<file path="config.mk">
export PLATFORM = sky130hd
export DESIGN_NAME = cnt_seq
export DESIGN_NICKNAME = d
export VERILOG_FILES = /design/src/rtl/cnt_seq.sv
export SDC_FILE = /design/constraint.sdc
export NUM_CORES = 1
export LEC_CHECK = 0
export ABC_AREA = 1
export CAP_MARGIN = 15
export CORE_UTILIZATION = 25
export CTS_BUF_LIST = sky130_fd_sc_hd__clkbuf_8
export DETAILED_ROUTE_END_ITERATION = 12
export PLACE_DENSITY_LB_ADDON = 0.2
export SYNTH_ARGS = -nofsm -noshare
export SYNTH_HDL_FRONTEND = slang
export SYNTH_SLANG_ARGS = --single-unit
</file>
<file path="constraint.sdc">
create_clock -name cp -period 1.6 [get_ports cp]
set_input_delay 0.48 -clock cp [delete_from_list [all_inputs] [get_ports cp]]
set_output_delay 0.48 -clock cp [all_outputs]
set_load 0.02 [all_outputs]
</file>
<file path="src/rtl/cnt_seq.sv">
// Sequencer for a downstream 4-bit reversible counter: loads a clamped preset and
// bounces the count between lo and hi. Optional window check: CNT_SEQ_WIN_CHK_EN.
module cnt_seq (
    input  logic       cp,
    input  logic       cr,
    input  logic       start,
    input  logic       stop,
    input  logic       dir,
    input  logic [3:0] preset,
    input  logic [3:0] lo,
    input  logic [3:0] hi,
    input  logic [3:0] cycles,
    input  logic [3:0] q_in,
    output logic       ct_,
    output logic       ld_,
    output logic       mode,
    output logic [3:0] D,
    output logic       busy,
    output logic       done,
    output logic       err,
    output logic [3:0] turns
);

    typedef enum logic [1:0] {IDLE, LOAD, RUN, DONE} state_t;

    state_t     state;
    logic       dir_r;
    logic       mode_r;
    logic [3:0] lo_r;
    logic [3:0] hi_r;
    logic [3:0] cyc_r;

    logic       hit;
    logic       last_hit;
    logic       win_bad;

    // ct_ and mode react to q_in within the RUN cycle; stop masks a bound hit
    always_comb begin
        hit      = (state == RUN) && !stop && (dir_r ? (q_in == lo_r) : (q_in == hi_r));
        last_hit = hit && (cyc_r != '0) && (({1'b0, turns} + 5'd1) == {1'b0, cyc_r});
`ifdef CNT_SEQ_WIN_CHK_EN
        win_bad  = (state == RUN) && !stop && ((q_in < lo_r) || (q_in > hi_r));
`else
        win_bad  = 1'b0;
`endif
        ct_  = !((state == RUN) && !stop && !last_hit && !win_bad);
        mode = (state == RUN) ? (dir_r ^ hit) : mode_r;
        ld_  = (state != LOAD);
        busy = (state == LOAD) || (state == RUN);
        done = (state == DONE);
    end

    always_ff @(posedge cp or posedge cr) begin
        if (cr) begin
            state  <= IDLE;
            dir_r  <= 1'b0;
            mode_r <= 1'b0;
            lo_r   <= '0;
            hi_r   <= '0;
            cyc_r  <= '0;
            D      <= '0;
            err    <= 1'b0;
            turns  <= '0;
        end else begin
            case (state)
                IDLE: begin
                    if (start) begin
                        if (lo < hi) begin
                            lo_r  <= lo;
                            hi_r  <= hi;
                            cyc_r <= cycles;
                            dir_r <= dir;
                            D     <= (preset < lo) ? lo : ((preset > hi) ? hi : preset);
                            turns <= '0;
                            err   <= 1'b0;
                            state <= LOAD;
                        end else begin
                            err   <= 1'b1;
                            state <= DONE;
                        end
                    end
                end
                LOAD: state <= RUN;
                RUN: begin
                    mode_r <= mode;
                    if (stop) begin
                        state <= IDLE;
                    end else if (win_bad) begin
                        err   <= 1'b1;
                        state <= DONE;
                    end else if (hit) begin
                        dir_r <= ~dir_r;
                        if ((cyc_r != '0) || (turns != 4'hF))
                            turns <= turns + 4'd1;
                        if (last_hit)
                            state <= DONE;
                    end
                end
                DONE:    state <= IDLE;
                default: state <= IDLE;
            endcase
        end
    end

endmodule

</file>
==> impl_metrics.json <==
{
  "status": "finished, violations left",
  "violations": "setup timing",
  "multi_input_area_mm2": 0.00141,
  "cts_buffer_depth": 2,
  "initial_core_util": 0.265,
  "ys_ff_latch": 25,
  "ios": 39,
  "timing.fmax_ghz": 0.451,
  "cts-root-buf": "clkbuf_8",
  "endpoint": "ct_",
  "die_h_um": 88.0,
  "gr-usage-all-layers": 0.140,
  "whs_ns": 0.487,
  "postRouteAntennaNets": 0,
  "synth_xor_area_frac": 0,
  "synth_top_family_by_area": "simple AND/OR/NAND/NOR gates",
  "worst_slack_ns": -0.618,
  "reg2reg_to": "state[0]",
  "hpwl_um": 3740,
  "yosys_warnings": 0,
  "maxSlewHeadroom": 0.847,
  "max_cap_violations": 0,
  "core-area_mm2": 0.00698,
  "fin_crit_sh": 1.39,
  "regArea_um2": 629,
  "critical_path.max_fanout": 3,
  "ff2ff_path_depth": 14,
  "cts.sinks": 25,
  "route.vias.total": 1918,
  "n_antenna_cell": 0,
  "syn_nets": 294,
  "period_needed_ns": 2.22,
  "ys_types": 27,
  "syn_to_final_growth_pct": 76.0,
  "synthAdderAreaFrac": 0.108,
  "drt_iter0_drc": 36,
  "yosysMostFrequentCell": "nand2_1",
  "die_area_mm2": 0.00774,
  "synth_flop_cell": "dfrtp_1",
  "post_drt_wl_per_cell_um": 10.9,
  "grt_antenna_before_repair": 0,
  "syn_area_mm2": 0.00185,
  "rows": 30,
  "ys_top_cells_by_count": "nand2_1 (81), inv_1 (35), dfrtp_1 (25), nor2_1 (20), ha_1 (16)",
  "powerDensity_mw_per_mm2": 1420,
  "synth_compound_area_frac": 0.101,
  "layout-drive-gt1-share": 0.478,
  "overflow": 0,
  "worst_ep_arrival_time_ns": 1.74,
  "synth_top_area_cell": "dfrtp_1",
  "drc": 0,
  "fillers": 721,
  "critPathLaunch": "turns[0]",
  "finalNetCount": 408,
  "r2r_slack_ns": -0.21,
  "viasPerCell": 4.15,
  "drt_first_pass_iters": 4,
  "synth-async-reset-ratio": 1.00,
  "finalClockSkew_ns": 0.00127,
  "drt_wl_total_um": 5040,
  "tns_ns": -1.64,
  "power.leakage_nw": 1.62,
  "synth_simple_gate_area_frac": 0.353,
  "clk_pin_slew_worst_paths_ns": 0.09,
  "crit_required_ns": 1.12,
  "ir_worst_vdd_uv": 821,
  "worstHoldPathType": "flip-flop to flip-flop",
  "synthMuxAreaShare": 0.0108,
  "worst_slew_pin_slew_ns": 0.229,
  "synth.avg_cell_area_um2": 7.30,
  "clkLatencyLatePin_ns": 0.27,
  "synth.area.top_cells": "dfrtp_1 (34%), nand2_1 (16%), ha_1 (11%)",
  "hold_violations": 0,
  "cts_buffers": 3,
  "rsz0062_at_grt": "true",
  "grt_pass1_vias": 1918,
  "die_w_um": 88.0,
  "tritoncts": "built",
  "grt_pass1_wl_um": 8490,
  "grt_max_degree": 26,
  "setup_viol": 6,
  "seq_area_frac_synth": 0.339,
  "synth_edf_count": 0,
  "synth_cells": 253,
  "cp-end-kind": "output port",
  "htreeDepth": 1,
  "yosys.area.top_type_share": 0.339,
  "report.final.slew_viol_count": 0,
  "crit_type": "flip-flop to output port",
  "cts_hold_buf": 0,
  "io_buffer_count": 38,
  "gp_congestion": 0.756,
  "r2r_start": "turns[0]",
  "cp-start-kind": "flip-flop"
}
-- metrics by stage --
stage | area [um^2] | instances | setup slack, ns | power [mW] | util
after CTS | 3140 | 457 | -0.637 | 4.39 | 0.450
final | 3250 | 462 | -0.618 | 4.60 | 0.466
after global placement | 2780 | 438 | -1.06 | 3.69 | 0.398
after detailed placement | 2780 | 438 | -1.07 | 3.72 | 0.398
after global routing | 3250 | 462 | -0.734 | 5.01 | 0.466
after floorplan | 1890 | 253 | -0.275 | 2.62 | -
-- logic make-up (layout without fill, tap and decap cells) --
family          Yosys count  count (layout)
fa+ha+maj                16              16
buf+inv                  40             153
flops                    25              25
compound gates           31              31
mux                       2               2
simple gates            139             139
-- how the worst min path moves through the flow --
stage,cells after the start,end,startpoint
6_report,2,D[0],D[0]
3_3_place_gp,2,D[2],D[2]
4_1_cts,2,D[0],D[0]
2_1_floorplan,2,lo_r[0],lo_r[0]
3_5_place_dp,2,D[3],D[3]
5_1_grt,2,D[1],D[1]
-- state kept, by name (all words and copies together) (netlist names) --
signal  flops
lo_r        4
dir_r       1
err         1
hi_r        4
cyc_r       4
state       2
turns       4
D           4
mode_r      1
-- per-layer routing --
metal	share of wire	track usage
met1	0.49	0.196
met2	0.48	0.228
met3	0.018	0.0160
met4	0.011	0.0358
met5	0	0
-- worst max-delay path, cell delays in order, from the launching register on --
cell and delay [ns]:
dfrtp_2 0.44, ha_4 0.28, inv_2 0.03, nand2_1 0.05, nand2_1 0.06, nor2_2 0.08
nand2_1 0.05, nor2_1 0.10, nand2_1 0.10, o21bai_4 0.15, buf_6 0.14
-- power breakdown --
| group | internal, mW | total (mW) | leakage [nW] | switching (mW) |
|---|---|---|---|---|
| Sequential | 0.904 | 1.10 | 0.310 | 0.195 |
| Clock | 0.172 | 0.373 | 0.0269 | 0.201 |
| Combinational | 1.52 | 3.13 | 1.28 | 1.61 |
| Total | 2.60 | 4.60 | 1.62 | 2.00 |
-- repair_timing --
| action | 4_1_cts | 5_1_grt |
|---|---|---|
| gates cloned | 1 | 1 |
| endpoints found under the setup margin | 38 | 30 |
| setup buffers | 15 | 8 |
| gates resized for setup | 117 | 53 |
| pin swaps | 23 | 27 |
-- cells in the final DEF, fill, tap and decap left out, drive strengths merged --
| cell | instances |
|---|---|
| inv | 38 |
| a21boi | 1 |
| o211ai | 4 |
| a21oi | 7 |
| clkdlybuf4s50 | 8 |
| nand4 | 6 |
| a31oi | 1 |
| nand3 | 13 |
| dlygate4sd2 | 12 |
| ha | 16 |
| mux2i | 2 |
| buf | 83 |
| or2 | 1 |
| clkbuf | 12 |
| dfrtp | 25 |
| nand2 | 95 |
| o21bai | 1 |
| nor2 | 23 |
| o21ai | 17 |
| nand3b | 1 |
-- final cells by class --
cell class	count	area share
multi-input combinational	188	0.433
timing repair buffer	112	0.276
sequential	25	0.194
inverter	37	0.0466
tap	96	0.0369
clock buffer	3	0.0127
clock inverter	1	0.00115
No activity file was read; power rests on OpenSTA's default activity.
==> variant (same flow settings) <==
Re-encode `state_t` (4 states) as Gray code, 2 bits wide.
--- a/src/rtl/cnt_seq.sv
+++ b/src/rtl/cnt_seq.sv
@@ -23,3 +23,3 @@
 
-    typedef enum logic [1:0] {IDLE, LOAD, RUN, DONE} state_t;
+    typedef enum logic [1:0] {IDLE = 2'b00, LOAD = 2'b01, RUN = 2'b11, DONE = 2'b10} state_t;
 
Behaviour: same outputs for any inputs over 10 cycles, from zero or initial values; not proved beyond that.
==> variant against the unedited design <==
The flow finishes with violations (DRC, setup timing); hold slack worse by 0.0012 ns; area after synthesis down 7.1%; worst setup slack better by 0.031 ns; routed wire length down 4.8%; design area shrank 14%; sequential cell count is the same; count of clock-buffer cells in the layout unchanged; critical path depth shrank 3; sequential share of layout area up 3.2 points; power decreased by 19%; non-clock buffer count down 23; first-iteration DRC count increased by 81%; clock skew is 0.0059 ns higher; highest routed layer unchanged.
==> variant: results (changes against the unedited design) <==
Worst-path clk slew 0.10 ns; Filler cells 682 (-5.4%); WHS 0.4854 ns (-0.001158 ns); Final Slew Violations 0 (unchanged); reg2reg setup slack -0.15 ns (+0.06 ns); master of the slowest instance on the critical path dfrtp_2; number of vias per cell 4.388 (+5.7%); share of layout cells above drive strength 1 39.75% (-8.1 points); leak pwr 1.410 nW (-13%); Starting DRT DRC Count 65 (+81%); clock buffer depth 2 (unchanged); post-route DRC violation count 2 (+2); Clock Skew 0.007152 ns (+0.005879 ns); sequential fraction of the synthesis area 36.44% (+2.6 points); violated checks DRC, setup timing; Worst Max-Slew Pin Slew 0.2394 ns (+0.01012 ns); Worst Slack Setup Final -0.5865 ns (+0.03105 ns); ys flop type dfrtp_1; CP top delay family simple AND/OR/NAND/NOR gates; GRT Util Overall 13.90% (-0.082 points); Post-Synth Adder-Cell Area 8.017% (-2.8 points); dpl cells 387 (-12%); Post-DP HPWL 3.471 mm (-7.3%); syn avg cell area 7.368 µm² (+0.86%); nets@finish 359 (-12%); first-pass GRT wire length 7.914 mm (-6.8%); CP Data Arrival Time 1.71 ns (-0.03 ns); XOR/XNOR share of the synthesized area 1.531% (+1.5 points); crit-path max FO 2 (-1); PortBufs 38 (unchanged); final setup vio count 4 (-2); complex-gate fraction of the synthesized area 9.329% (-0.76 points); mux share of post-synthesis cell area 0% (-1.1 points); GP Congestion 0.8200 (+8.5%); Net Sw Frac 43.19% (-0.32 points); Pre-antenna DRT Iters 9 (+5); status finished, violations left; library cells used by synthesis 25 (-7.4%); total nets after synthesis 269 (-8.5%); number of global-route vias before repair 1,735 (-9.5%); final WL 4.797 mm (-4.8%); final std cells w/o fill 399 (-14%); commonest cells in the netlist 72 x nand2_1, 31 x inv_1, 25 x dfrtp_1; synth top area cells dfrtp_1 36%, nand2_1 16%, ha_1 8.0%; Peak VDD IR 0.5134 mV (-37%)
## variant: final cells by class
type | count | area [µm²] | area share (%)
Inverter | 33 | 123.9 | 4.449
Clock buffer | 3 | 41.29 | 1.483
Tap cell | 77 | 96.34 | 3.461
Clock inverter | 1 | 7.507 | 0.2697
Timing Repair Buffer | 89 | 733.2 | 26.34
Multi-Input combinational cell | 171 | 1155 | 41.48
Sequential cell | 25 | 626.9 | 22.52
## variant: worst paths after layout
check	startpoint	end	cells after the start
worst min-delay path	D[1]	D[1]	2
worst max-delay path	turns[0]	ct_	7
worst min register to register	D[1]	D[1]	2
min in group asynchronous	cr	err	3
worst max register to register	turns[0]	state[0]	10
max in group asynchronous	cr	turns[0]	3
## variant: per-layer routing
layer	GRT usage [%]	wire length, µm	up-vias
met5	0	0	-
met4	6.163	57	0
met3	1.459	127	4
met2	22.39	2344	26
met1	18.93	2268	788
li1	-	-	933
## variant: stage by stage
step | power (mW) | setup TNS (ns) | instance area (µm²) | worst slack (ns)
after floorplan | 2.277 | -0.5190 | 1747 | -0.2236
final | 3.708 | -1.391 | 2784 | -0.5865
after detailed placement | 3.198 | -16.57 | 2525 | -1.063
after CTS | 3.620 | -1.432 | 2698 | -0.6417
after global placement | 3.167 | -15.90 | 2525 | -1.069
after global routing | 4.044 | -2.210 | 2784 | -0.7200
## variant: power by group through the flow
stage / Clock, mW / Sequential [mW] / Combinational (mW)
floorplan: 0 / 1.14 / 1.14
global placement: 0 / 1.06 / 2.10
detailed placement: 0 / 1.07 / 2.13
CTS: 0.418 / 1.07 / 2.13
global route: 0.445 / 1.10 / 2.49
finish: 0.400 / 1.07 / 2.23
## variant: timing repair
item                                   CTS  global route
pin swaps                               23            21
setup endpoints to repair               38            28
buffers inserted                         6             2
endpoints found under the hold margin    0             0
gates resized for setup                 75            42
